<file path="src/rtl/booth_mul_seq.sv">
// rtl/booth_mul_seq.sv - sequential radix-2 Booth multiplier with register-bank writeback
module booth_mul_seq #(
  parameter int WIDTH   = 32,
  parameter int AW      = 4,
  parameter int WB_HIGH = 1
) (
  input  logic               clk,
  input  logic               reset_all,
  input  logic               start,
  input  logic [WIDTH-1:0]   multiplicand,
  input  logic [WIDTH-1:0]   multiplier,
  input  logic [AW-1:0]      rd,
  output logic               busy,
  output logic               done,
  output logic [2*WIDTH-1:0] product,
  output logic [AW-1:0]      wb_rd,
  output logic [WIDTH-1:0]   wb_data,
  output logic               wb_write,
  output logic               wb_enable
);

  localparam int CW = $clog2(WIDTH + 1);

  typedef enum logic [2:0] {
    S_IDLE,
    S_CALC,
    S_WB_LO,
    S_WB_HI,
    S_DONE
  } state_t;

  state_t state, state_nx;

  logic [WIDTH-1:0] m_reg;
  logic [WIDTH-1:0] q_reg;
  logic [WIDTH:0]   acc;
  logic             q_m1;
  logic [CW-1:0]    count;
  logic [AW-1:0]    rd_reg;

  logic [WIDTH:0]   m_ext;
  logic [WIDTH:0]   acc_sum;
  logic [WIDTH:0]   acc_sh;
  logic [WIDTH-1:0] q_sh;

  // One Booth step: add/subtract the sign-extended multiplicand, then arithmetic shift right
  always_comb begin
    m_ext   = {m_reg[WIDTH-1], m_reg};
    acc_sum = acc;
    case ({q_reg[0], q_m1})
      2'b01:   acc_sum = acc + m_ext;
      2'b10:   acc_sum = acc - m_ext;
      default: acc_sum = acc;
    endcase
    acc_sh = {acc_sum[WIDTH], acc_sum[WIDTH:1]};
    q_sh   = {acc_sum[0], q_reg[WIDTH-1:1]};
  end

  // State register
  always_ff @(posedge clk or posedge reset_all) begin
    if (reset_all) state <= S_IDLE;
    else           state <= state_nx;
  end

  // Next-state logic; start is only honoured in IDLE so requests while busy are dropped
  always_comb begin
    state_nx = state;
    case (state)
      S_IDLE:  if (start) state_nx = S_CALC;
      S_CALC:  if (count == CW'(1)) state_nx = S_WB_LO;
      S_WB_LO: state_nx = (WB_HIGH != 0) ? S_WB_HI : S_DONE;
      S_WB_HI: state_nx = S_DONE;
      S_DONE:  state_nx = S_IDLE;
      default: state_nx = S_IDLE;
    endcase
  end

  // Operand latch, Booth iteration and product capture on the final step
  always_ff @(posedge clk or posedge reset_all) begin
    if (reset_all) begin
      m_reg   <= '0;
      q_reg   <= '0;
      acc     <= '0;
      q_m1    <= 1'b0;
      count   <= '0;
      rd_reg  <= '0;
      product <= '0;
    end else begin
      case (state)
        S_IDLE: begin
          if (start) begin
            m_reg  <= multiplicand;
            q_reg  <= multiplier;
            rd_reg <= rd;
            acc    <= '0;
            q_m1   <= 1'b0;
            count  <= CW'(WIDTH);
          end
        end
        S_CALC: begin
          acc   <= acc_sh;
          q_reg <= q_sh;
          q_m1  <= q_reg[0];
          count <= count - CW'(1);
          if (count == CW'(1)) product <= {acc_sh[WIDTH-1:0], q_sh};
        end
        default: ;
      endcase
    end
  end

  // Moore output decode; writeback only ever targets rd (low word) or rd+1 (high word)
  always_comb begin
    busy      = (state != S_IDLE);
    done      = (state == S_DONE);
    wb_write  = 1'b0;
    wb_rd     = '0;
    wb_data   = '0;
    case (state)
      S_WB_LO: begin
        wb_write = 1'b1;
        wb_rd    = rd_reg;
        wb_data  = product[WIDTH-1:0];
      end
      S_WB_HI: begin
        wb_write = 1'b1;
        wb_rd    = rd_reg + AW'(1);
        wb_data  = product[2*WIDTH-1:WIDTH];
      end
      default: ;
    endcase
    wb_enable = wb_write;
  end

endmodule

</file>
<file path="config.mk">
export PLATFORM = sky130hd
export DESIGN_NAME = booth_mul_seq
export DESIGN_NICKNAME = d
export VERILOG_FILES = /design/src/rtl/booth_mul_seq.sv
export SDC_FILE = /design/constraint.sdc
export NUM_CORES = 1
export LEC_CHECK = 0
export CORE_UTILIZATION = 48
export CTS_CLUSTER_DIAMETER = 150
export DETAILED_ROUTE_END_ITERATION = 16
export PLACE_DENSITY = 0.83
export SLEW_MARGIN = 20
export SYNTH_ARGS = -nofsm -noshare
export SYNTH_HDL_FRONTEND = slang
export SYNTH_SLANG_ARGS = --single-unit
</file>
<file path="constraint.sdc">
create_clock -name clk -period 4.8 [get_ports clk]
set_input_delay 0.48 -clock clk [delete_from_list [all_inputs] [get_ports clk]]
set_output_delay 0.48 -clock clk [all_outputs]
set_load 0.05 [all_outputs]
</file>
==> results of run 1 <==
==> metal layers <==
layer	up-vias	global-route usage	part of all wire
li1	4245	-	-
met1	4295	0.3077	0.42
met2	227	0.4341	0.51
met3	42	0.04608	0.045
met4	0	0.08211	0.023
met5	-	0	0
==> through the flow <==
stage | instances | hold slack (ns) | cell area, um2 | setup WS, ns | util
final | 1593 | 0.4814 | 12410 | 0.4608 | 0.6132
after global routing | 1593 | 0.5140 | 12410 | 0.1087 | 0.6132
after CTS | 1593 | 0.4822 | 12410 | 0.4356 | 0.6132
after detailed placement | 1561 | 0.4741 | 11830 | 0.4915 | 0.5845
after global placement | 1561 | 0.4630 | 11820 | 0.6831 | 0.5842
after floorplan | 1176 | 0.4456 | 9882 | 0.9203 | -
==> cell type report <==
type,instances,area (um2),share of cell area
clock buffers,18,429.2,0.03459
clock inverters,14,151.4,0.01220
inverters,28,108.9,0.008774
multi-input cells,903,5180,0.4175
flip-flops and latches,174,4355,0.3510
well taps,270,337.8,0.02723
repair buffers,186,1844,0.1486
==> worst reg2reg max path: stages, from the launching register on <==
cell	delay [ns]
dfrtp_1	0.45
or4_4	0.59
nor4_4	0.15
and2_1	0.25
and3b_1	0.26
and2_1	0.21
nor2b_1	0.24
a21oi_1	0.12
xnor2_1	0.14
ha_1	0.34
a21oi_1	0.20
nor2b_1	0.07
o21ai_0	0.17
o21ai_0	0.11
a211oi_1	0.29
xor2_1	0.13
nor2_1	0.24
xnor2_1	0.16
o21ai_1	0.07
==> cell families (layout without fill, tap and decap cells) <==
group                    Yosys count  after routing  share of synthesized area
AND/OR/NAND/NOR                  512            512                     0.2184
adder cells (fa/ha/maj)           38             38                    0.04889
flip-flops                       174            174                     0.4408
AO/OA/AOI/OAI                    245            245                     0.1517
XOR/XNOR                          62             62                    0.05497
buffers and inverters             99            246                    0.03813
multiplexers                      46             46                    0.04712
==> worst max-delay path by stage <==
stage,start,endpoint,slack (ns),cells after the start
floorplan,m_reg[2],product[62],0.92,17
global placement,m_reg[2],product[63],0.68,17
detailed placement,m_reg[2],product[63],0.49,17
CTS,m_reg[2],product[63],0.44,18
global route,m_reg[2],product[63],0.11,17
finish,m_reg[2],product[63],0.46,18
==> cells in the mapped netlist (all sizes together), types with 3 or more instances <==
cell type	count
nand2	315
dfrtp	174
nor2	97
o21ai	87
a21oi	67
clkbuf	64
xnor2	48
mux2i	42
ha	37
nand3	35
a22oi	31
inv	28
a21o	17
nor3	17
xor2	14
a31oi	12
nor2b	10
buf	7
nand2b	7
nand4	7
and2	6
and3	4
mux2	4
nor4	4
o41ai	4
and3b	3
nor3b	3
o211ai	3
o21a	3
o21bai	3
or4	3
==> impl_metrics.tcl, run 1 <==
set metrics [dict create \
    status "complete, no violations" \
    initial_core_util 0.4882 \
    setup_viol 0 \
    crit_type "reg -> reg" \
    path_cells "or4_4 > nor4_4 > and2_1 > and3b_1 > and2_1 > nor2b_1 > a21oi_1 > xnor2_1 > ha_1 > a21oi_1 > nor2b_1 > o21ai_0 > o21ai_0 > a211oi_1 > xor2_1 > nor2_1 > xnor2_1 > o21ai_1" \
    grt_max_degree 80 \
    drc 0 \
    syn_to_final_growth_pct 25.60 \
    ys.flop_type "dfrtp_1" \
    max_stage_delay_ns 0.59 \
    clk_latency_ns 0.44 \
    ant_nets 0 \
    reg2reg_slack_ns 0.46 \
    synth_async_sr_flop_share 1.000 \
    synth.distinct_cells 59 \
    synthCells 1176 \
    final_cell_mix "nand2_1 (311), clkdlybuf4s50_1 (174), dfrtp_1 (173)" \
    regMostFlops "product" \
    drive_above_1_share 0.05064 \
    max_freq_mhz 230.5 \
    ys_seq_elements 174 \
    hold_class "in -> async" \
    critPathCaptureType "register" \
    viasPerCell 5.530 \
    skew_ns 0.009979 \
    die_w_um 145.5 \
    cts_made_buffers 17 \
    cts_buffer_depth 2 \
    layout_min_cycle_time_ns 4.339 \
    worstRegToRegCells 18 \
    cts_setup_buffers 0 \
    hold_buffers 0 \
    dieHeight_um 145.5 \
    synth_edf_count 0 \
    path_clk_slew_ns 0.07 \
    crit_path_start_kind "register" \
    final_common_cell "nand2_1" \
    pin_count 175 \
    core_um2 20230 \
    worst_slew_pin_slew_ns 0.9614 \
    drtPass1Iterations 7 \
    critical_path_required_ns 5.09 \
    rsz0062_at_grt "false" \
    hold_violations 0 \
    crit_fanout 6 \
    fin_nets 1419 \
    clock_sinks 174 \
    cts_root_buffer "clkbuf_16" \
    grt_first_pass_wirelength_mm 42.23 \
    dp_hpwl_mm 18.16 \
    critical_path.slowest_cell "or4_4" \
    first_iter_violations 447 \
    num_rows 52 \
    timing.final.crit_share 0.9040 \
    r2r_start "m_reg[2]" \
    netlist_top_cells_area "dfrtp_1 (44%), nand2_1 (12%), ha_1 (4.7%)" \
    vias 8809 \
    synth_top_area_frac 0.4408 \
    cp_top_family "simple AND/OR/NAND/NOR gates" \
    routed_wl_mm 25.39 \
    yosys.area.top_type "dfrtp_1" \
    nFillCells 1723 \
    syn_nets 1285 \
    routedWlPerCell_um 15.94 \
    yosysWarnings 0 \
    diodes 0 \
    dieArea_um2 21160 \
    grt_usage 0.2477 \
    synth_area_per_cell_um2 8.400 \
    critPathArrivalTime_ns 4.62 \
    htreeDepth 4 \
    grt_antenna_before_repair 0 \
    relSlewSlack 0.3568 \
    fin_tns_setup_ns 0 \
    grt_pass1_vias 8434 \
    cts_tree "built" \
    largest_register_ffs 64 \
    reg2reg_to "product[63]" \
    synth_area_um2 9878 \
    grt_overflow 0 \
    ys_seq_area_frac 0.4408 \
    cts_resized 0 \
    finalMaxSlewViolations 0 \
    cp_num_buf_inv 0 \
    portBuffers 174 \
    maxCapViolCount 0 \
    gp_congestion 0.8949 \
]
Power of run 1 is left out: the tool's default activity adds up to more than one toggle a clock period on the data nets, which glitch-free logic cannot reach.
==> run 2, diff against run 1 <==
--- a/config.mk
+++ b/config.mk
@@ -5,6 +5,7 @@
 export SDC_FILE = /design/constraint.sdc
 export NUM_CORES = 1
 export LEC_CHECK = 0
+export ABC_CLOCK_PERIOD_IN_PS = 4800
 export CORE_UTILIZATION = 48
 export CTS_CLUSTER_DIAMETER = 150
 export DETAILED_ROUTE_END_ITERATION = 16
==> results of run 2 <==
The final DEF is identical to that of run 1; final timing and power are the same.
Power of run 2 is left out for the same reason.
